<file path="src/rtl/behavior_mmc.sv">
// behavior_mmc
//   Computes the GCD and the LCM of two 8-bit unsigned operands. The design
//   uses a multi-cycle datapath:
//     GCD : repeated subtraction until a == b (the GCD is g)
//     DIV : q = X / g by repeated subtraction
//     MUL : LCM = q * Y by 8-step shift-and-add
//   If either operand is zero, the LCM is 0 and the GCD is max(X, Y).
//
// Handshake: start_i is a request. It is accepted only when the FSM is in
//   IDLE and enb_i is high; a request at any other time is dropped. busy_o
//   is high from acceptance until the FSM returns to IDLE. done_o is high
//   for the single enabled cycle spent in DONE, when mmc_o/mdc_o are valid.
//   Those results then hold until the next completion or reset.
//
// Ports:
//   clk_i        clock, rising edge
//   rst_i        synchronous active-high reset (wins over enb_i and start_i)
//   enb_i        clock enable; low freezes every register
//   start_i      compute request
//   dtx_i        operand X
//   dty_i        operand Y
//   busy_o       high in every state except IDLE
//   done_o       high while in DONE (one enabled cycle)
//   mmc_o        LCM(X, Y), 16 bits
//   mdc_o        GCD(X, Y), 8 bits
//   dbg_state_o  current FSM state encoding, for observation
module behavior_mmc (
    input  logic        clk_i,
    input  logic        rst_i,
    input  logic        enb_i,
    input  logic        start_i,
    input  logic [7:0]  dtx_i,
    input  logic [7:0]  dty_i,
    output logic        busy_o,
    output logic        done_o,
    output logic [15:0] mmc_o,
    output logic [7:0]  mdc_o,
    output logic [2:0]  dbg_state_o
);

    typedef enum logic [2:0] {
        S_IDLE = 3'd0,
        S_GCD  = 3'd1,
        S_DIV  = 3'd2,
        S_MUL  = 3'd3,
        S_DONE = 3'd4
    } state_t;

    state_t      state_q, state_d;

    logic [7:0]  a_q, b_q, xs_q, ys_q;
    logic [7:0]  g_q, rem_q, q_q;
    logic [15:0] acc_q;
    logic [2:0]  bit_q;

    logic        zero_op;
    logic [7:0]  max_op;
    logic [15:0] mul_term;
    logic [15:0] acc_sum;

    // A zero operand skips the arithmetic entirely.
    assign zero_op = (dtx_i == 8'd0) || (dty_i == 8'd0);
    assign max_op  = (dtx_i > dty_i) ? dtx_i : dty_i;

    // The partial product for the current multiplier bit.
    // After step 7, acc_sum is the finished product and is loaded into
    // mmc_o directly.
    assign mul_term = q_q[bit_q] ? ({8'd0, ys_q} << bit_q) : 16'd0;
    assign acc_sum  = acc_q + mul_term;

    // State register
    always_ff @(posedge clk_i) begin
        if (rst_i) begin
            state_q <= S_IDLE;
        end else if (enb_i) begin
            state_q <= state_d;
        end
    end

    // Next-state logic
    always_comb begin
        state_d = state_q;
        case (state_q)
            S_IDLE: begin
                if (start_i) begin
                    state_d = zero_op ? S_DONE : S_GCD;
                end
            end
            S_GCD: begin
                if (a_q == b_q) begin
                    state_d = S_DIV;
                end
            end
            S_DIV: begin
                if (rem_q < g_q) begin
                    state_d = S_MUL;
                end
            end
            S_MUL: begin
                if (bit_q == 3'd7) begin
                    state_d = S_DONE;
                end
            end
            S_DONE:  state_d = S_IDLE;
            default: state_d = S_IDLE;
        endcase
    end

    // Datapath and result registers
    always_ff @(posedge clk_i) begin
        if (rst_i) begin
            a_q   <= 8'd0;
            b_q   <= 8'd0;
            xs_q  <= 8'd0;
            ys_q  <= 8'd0;
            g_q   <= 8'd0;
            rem_q <= 8'd0;
            q_q   <= 8'd0;
            acc_q <= 16'd0;
            bit_q <= 3'd0;
            mmc_o <= 16'd0;
            mdc_o <= 8'd0;
        end else if (enb_i) begin
            case (state_q)
                S_IDLE: begin
                    if (start_i) begin
                        a_q  <= dtx_i;
                        b_q  <= dty_i;
                        xs_q <= dtx_i;
                        ys_q <= dty_i;
                        if (zero_op) begin
                            mmc_o <= 16'd0;
                            mdc_o <= max_op;
                        end
                    end
                end
                S_GCD: begin
                    if (a_q > b_q) begin
                        a_q <= a_q - b_q;
                    end else if (b_q > a_q) begin
                        b_q <= b_q - a_q;
                    end else begin
                        g_q   <= a_q;
                        rem_q <= xs_q;
                        q_q   <= 8'd0;
                    end
                end
                S_DIV: begin
                    // g >= 1, so q never exceeds xs (<= 255).
                    if (rem_q >= g_q) begin
                        rem_q <= rem_q - g_q;
                        q_q   <= q_q + 8'd1;
                    end else begin
                        acc_q <= 16'd0;
                        bit_q <= 3'd0;
                    end
                end
                S_MUL: begin
                    acc_q <= acc_sum;
                    bit_q <= bit_q + 3'd1;
                    if (bit_q == 3'd7) begin
                        mmc_o <= acc_sum;
                        mdc_o <= g_q;
                    end
                end
                default: ;
            endcase
        end
    end

    assign busy_o      = (state_q != S_IDLE);
    assign done_o      = (state_q == S_DONE);
    assign dbg_state_o = state_q;

endmodule

</file>
<file path="config.mk">
export PLATFORM = sky130hd
export DESIGN_NAME = behavior_mmc
export DESIGN_NICKNAME = d
export VERILOG_FILES = /design/src/rtl/behavior_mmc.sv
export SDC_FILE = /design/constraint.sdc
export NUM_CORES = 1
export LEC_CHECK = 0
export CAP_MARGIN = 20
export CORE_MARGIN = 2
export CORE_UTILIZATION = 54
export DETAILED_ROUTE_END_ITERATION = 10
export HOLD_SLACK_MARGIN = 0.05
export PLACE_DENSITY = 0.83
export SYNTH_ARGS = -nofsm -noshare
export SYNTH_HDL_FRONTEND = slang
export SYNTH_SLANG_ARGS = --single-unit
</file>
<file path="constraint.sdc">
create_clock -name clk_i -period 3.8 [get_ports clk_i]
set_input_delay 0.76 -clock clk_i [delete_from_list [all_inputs] [get_ports clk_i]]
set_output_delay 0.76 -clock clk_i [all_outputs]
set_load 0.1 [all_outputs]
</file>
### Yosys cells after proc, flatten, opt, wreduce, memory -nomap -nowiden

Index checks and enable logic that the tools add are counted.
Widths: inputs -> output; s select.

| storage, ports and cells | value |
|---|---|
| register bits after elaboration | 102 |

| operators by class | value |
|---|---|
| reduce and logical (&&, ||, !) cells | 17 |
| $lt $le $gt $ge | 6 |
| shift-type cells | 1 |
| add/sub/neg operators | 6 |
| eq/ne operators | 17 |
| multiplexer cells | 37 |
| bitwise gates (word level) | 2 |

Operator list:

| kind | count |
|---|---|
| $mux 8 | 15 |
| $mux 16 | 5 |
| $pmux 8 s2 | 5 |
| $pmux 16 s2 | 2 |
| $gt 8x8->1 | 3 |
| $sub 8x8->8 | 3 |
| $ne 2x2->1 const B | 11 |
| $reduce_and 5->1 | 4 |
| $mux 3 | 6 |
| $add 16x16->16 | 1 |
| $logic_not 8->1 | 2 |
| $shl 8x3->16 | 1 |
| $pmux 3 s4 | 1 |
| $add 8x1->8 const B | 1 |
| $eq 8x8->1 | 1 |
| $ge 8x8->1 | 1 |
| $lt 8x8->1 | 1 |
| $reduce_and 4->1 | 2 |
| $reduce_bool 2->1 | 4 |
| $eq 3x2->1 const B | 2 |
| $eq 3x3->1 const B | 2 |
| $pmux 3 s2 | 1 |
| $reduce_and 3->1 | 2 |
| $lt 3x4->1 const B | 1 |
| other kinds (8) | 9 |

### Depth between registers and ports, before layout

| logic depth | value |
|---|---|
| depth after elaboration | 6 |
| depth in mapped cells | 15 |
| gate-level depth less buffers | 14 |

### Worst setup path before layout

Ideal clock, no wire load.

| path | value |
|---|---|
| path type | register to output |
| start point | reg state_q[2], in the netlist dbg_state_o[2] |
| end point | out done_o |
| cell stages (with the launch flop) | 3 |
| path buffers | 1 |
| data required time | 3.040 ns |
| path slack | -0.466 ns |
| data arrival time | 3.506 ns |
| cells stage by stage | dfxtp_1 > buf_2 > nor3b_1 |

| between the ends | value |
|---|---|
| longest elaborated chain between the ends | 1 |

RTL lines:

| element | RTL line | text |
|---|---|---|
| start, declared | 49 | `state_t state_q, state_d;` |
| start signal, assigned | 76 | `state_q <= state_d;` |
| $eq 3x3->1 | 172 | `assign done_o = (state_q == S_DONE);` |
| end, declared | 35 | `output logic done_o,` |

Every way passes these cells.

### Final worst setup path

| path | value |
|---|---|
| start point | reg bit_q[0] |
| end point | reg mmc_o[12] |

| between the ends | value |
|---|---|
| longest elaborated chain between the ends | 6 |
| elaborated cells on any way between the ends | 10 |
| those cells by class | add/sub: 1; eq/ne: 2; shift: 1; mux: 5; reduce/logical: 1 |

RTL lines:

| element | RTL line | text |
|---|---|---|
| start, declared | 54 | `logic [2:0] bit_q;` |
| start signal, assigned | 160 | `bit_q <= bit_q + 3'd1;` |
| $bmux 1 s3 | 68 | `assign mul_term = q_q[bit_q] ? ({8'd0, ys_q} << bit_q) : 16'd0;` |
| $mux 1 (implied by the code) | 68 |  |
| $mux 16 | 68 |  |
| $add 16x16->16 | 69 | `assign acc_sum = acc_q + mul_term;` |
| $mux 16 | 161 | `if (bit_q == 3'd7) begin` |
| $pmux 16 s2 | 124 | `case (state_q)` |
| end signal, assigned | 162 | `mmc_o <= acc_sum;` |
| end, declared | 36 | `output logic [15:0] mmc_o,` |

Several ways; a longest one is shown, not always the timed one. The select of a mux whose other input is x is not followed.
A chain may end at the register's enable or synchronous reset.

==> run_results.csv <==
group,metric,value,unit
worst_setup_path,critPathBufInv,0,
worst_setup_path,rrSetupSlack,290,ps
global_route,grt_start_max_net_pins,46,
placed_design,placed_cell_area,7308,um2
sta,max_freq,0.2850,GHz
global_route,grtUsageTotal,27.37,%
drt,route.detailed.drc,0,
synthesis,synth_enable_flop_cells,0,
clock_network,ctsResizeCount,0,
finish,multi_input_area,4288,um2
synthesis,yosys_warnings,0,
synthesis,yosysSeqAreaShare,30.44,%
floorplan,io_pins,49,
global_route,antenna_found_initial,0,
clock_network,cts.sinks,102,
placed_design,place_ws,315.0,ps
drt,route.final.wire_length,17930,um
global_route,grt_pass1_wl,28700,um
sta,drv_slew,0,
worst_setup_path,crit_type,"reg -> reg",
sta,fin_ws,290.9,ps
worst_setup_path,cp_slowest_cell,"mux4_2",
pwr,power_density,543.2,nW/um2
floorplan,die_w,115.5,um
synthesis,yosys.cell_count.top_type,"nand2_1",
worst_setup_path,crit_family,"simple AND/OR/NAND/NOR gates",
finish,postLayoutCellArea,7634,um2
synthesis,netlist_instances,860,
finish,insertedDiodeCount,0,
finish,syn2layout_area_growth,13.80,%
worst_setup_path,endpoint_kind,"flop",
floorplan,core_region_area,12060,um2
floorplan,rows,40,
clock_network,clk_pin_slew,80,ps
sta,finalCriticalPeriod,3509,ps
sta,rsz0062_at_grt,"false",
sta,relSlewSlack,33.33,%
worst_setup_path,worst-path-max-fanout,7,
global_route,overflow,0,
pwr,totalPowerFinal,4.146,mW
clock_network,cts_setup_buffers,0,
global_route,grt_pass1_vias,5871,
drt,first_pass_iters,5,
finish,fin_util,63.29,%
synthesis,synth_area_leaders,"dfxtp_1, ha_1, nand2_1",
worst_setup_path,timing.critical_path.cells,"mux4_2 -> nand2b_1 -> and2_1 -> a21oi_1 -> ha_1 -> a21o_1 -> a21oi_1 -> nand2_1 -> a311oi_1 -> o21bai_1 -> or4_1 -> nand3_1",
drt,drtIter0Drc,520,
floorplan,die_h,115.5,um
floorplan,initial_core_util,55.61,%
worst_setup_path,max_stage_delay,520,ps
synthesis,synth.avg_cell_area,7.800,um2
synthesis,syn_area,6708,um2
clock_network,clk_latency,370,ps
clock_network,cts_root_buf,"clkbuf_16",
synthesis,yosys_register_bits,102,
synthesis,synth_top_cell_by_area,"dfxtp_1",
sta,whs,450.5,ps
clock_network,cts_buffer_depth,2,
finish,n_fill_cell,1019,
drt,vias,6425,
clock_network,htree_levels,3,
finish,fin_nets,960,
finish,drive_gt1_share,6.734,%
synthesis,async_reset_ff_share,0,%
placed_design,port_buffers,48,
synthesis,synth_common_cells,"nand2_1, dfxtp_1, nor2_1",
sta,skew,15.83,ps
worst_setup_path,arrival,3820,ps
finish,regArea,2042,um2
synthesis,synth_top_cell_area_share,30.44,%
drt,routed_via_density,6.067,
finish,stdcell_count,1059,
floorplan,dieArea,13330,um2
placed_design,hpwl,13030,um
sta,hold_viol_final,0,
sta,setup_tns,0,ps
worst_setup_path,required,4110,ps
pwr,p_leak,2.998,nW
clock_network,cts_inserted_buffers,9,
worst_setup_path,start_kind,"flop",
flow_run,cap_violations,0,
synthesis,synth_nets,934,
pwr,vdd.ir_drop.worst,505.3,uV
synthesis,synthFlopType,"dfxtp_1",
min_path,min_path_type,"reg -> reg",
drt,ant_nets,0,
sta,timing.final.crit_share,92.34,%
sta,worst_pin_slew,996.9,ps
sta,setup_viol,0,
worst_setup_path,worst_path_most_repeated_cell,"a21oi_1",
placed_design,gp_congestion,0.9581,
placed_design,dp.cells,1043,
drt,avgRoutedWirePerCell,16.93,um
clock_network,cts_tree,"yes",
clock_network,cts_hold_buf,0,
synthesis,ys_types,66,
status,outcome,"finished clean",
[cells by family after synthesis]
logic type / Yosys count / synth area share [%]
flops: 102 / 30.44
xor+xnor: 15 / 1.959
simple gates: 314 / 22.01
buf+inv: 96 / 5.708
compound gates: 245 / 23.84
mux: 34 / 5.521
fa+ha+maj: 54 / 10.52
[final timing paths]
path | start | end | cells past startpoint
max reg2reg | bit_q[0]$_SDFFE_PP0P_ | mmc_o[12]$_SDFFE_PP0P_ | 12
min | mmc_o[0]$_SDFFE_PP0P_ | mmc_o[0]$_SDFFE_PP0P_ | 2
min reg2reg | mmc_o[0]$_SDFFE_PP0P_ | mmc_o[0]$_SDFFE_PP0P_ | 2
max | bit_q[0]$_SDFFE_PP0P_ | mmc_o[12]$_SDFFE_PP0P_ | 12
[report_power, final]
part	switching, mW	internal [mW]
Sequential	0.102	1.17
Clock	0.477	0.533
Combinational	1.19	0.676
[placed cells by master (no fill, tap or decap), types with 5 or more instances in the layout]
| master | synthesis | final |
|---|---|---|
| a211oi_1 | 17 | 17 |
| a21o_1 | 13 | 13 |
| a21oi_1 | 74 | 74 |
| a22oi_1 | 16 | 16 |
| a31oi_1 | 7 | 7 |
| and2_1 | 5 | 5 |
| and3_1 | 6 | 6 |
| buf_4 | 0 | 20 |
| clkbuf_16 | 0 | 9 |
| clkdlybuf4s50_1 | 0 | 44 |
| dfxtp_1 | 102 | 102 |
| ha_1 | 50 | 50 |
| inv_1 | 45 | 45 |
| mux2i_1 | 28 | 28 |
| nand2_1 | 112 | 112 |
| nand2b_1 | 14 | 14 |
| nand3_1 | 24 | 24 |
| nand4_1 | 10 | 10 |
| nor2_1 | 79 | 79 |
| nor2b_1 | 13 | 13 |
| nor3_1 | 18 | 18 |
| o211ai_1 | 6 | 6 |
| o21ai_0 | 40 | 39 |
| o22ai_1 | 12 | 12 |
| o311ai_0 | 9 | 9 |
| o31ai_1 | 8 | 8 |
| or3_1 | 7 | 7 |
| xnor2_1 | 12 | 12 |
[area by class of cell]
class | count | share of cell area (%)
Clock buffer | 9 | 2.950
Clock inverter | 7 | 1.311
Inverter | 46 | 2.262
Multi-Input combinational cell | 662 | 56.17
Sequential cell | 102 | 26.75
Tap cell | 168 | 2.754
Timing Repair Buffer | 65 | 7.802
[metal layers]
metal | share of wire, % | wire (um) | GRT usage [%] | vias to the layer above
met5 | 0 | 0 | 0 | -
met3 | 6.7 | 1201 | 5.753 | 48
met2 | 48 | 8607 | 46.24 | 255
met1 | 43 | 7646 | 34.23 | 2997
li1 | - | - | - | 3125
met4 | 2.7 | 477 | 10.68 | 0
[flip-flops by register name, summed over array words and instances (netlist names)]
| name | cells |
|---|---|
| a_q | 8 |
| acc_q | 16 |
| b_q | 8 |
| bit_q | 3 |
| dbg_state_o | 3 |
| g_q | 8 |
| mdc_o | 8 |
| mmc_o | 16 |
| q_q | 8 |
| rem_q | 8 |
| xs_q | 8 |
| ys_q | 8 |
[worst register-to-register path: cells and delay by family, from the launching register on]
family,cells,cell delay [ps]
and+or+nand+nor,5,1160
AOI/OAI and AO/OA,5,1040
muxes,1,520
DFF,1,400
adders and majority gates,1,350
Note: power is estimated with default switching activity, not from simulation.
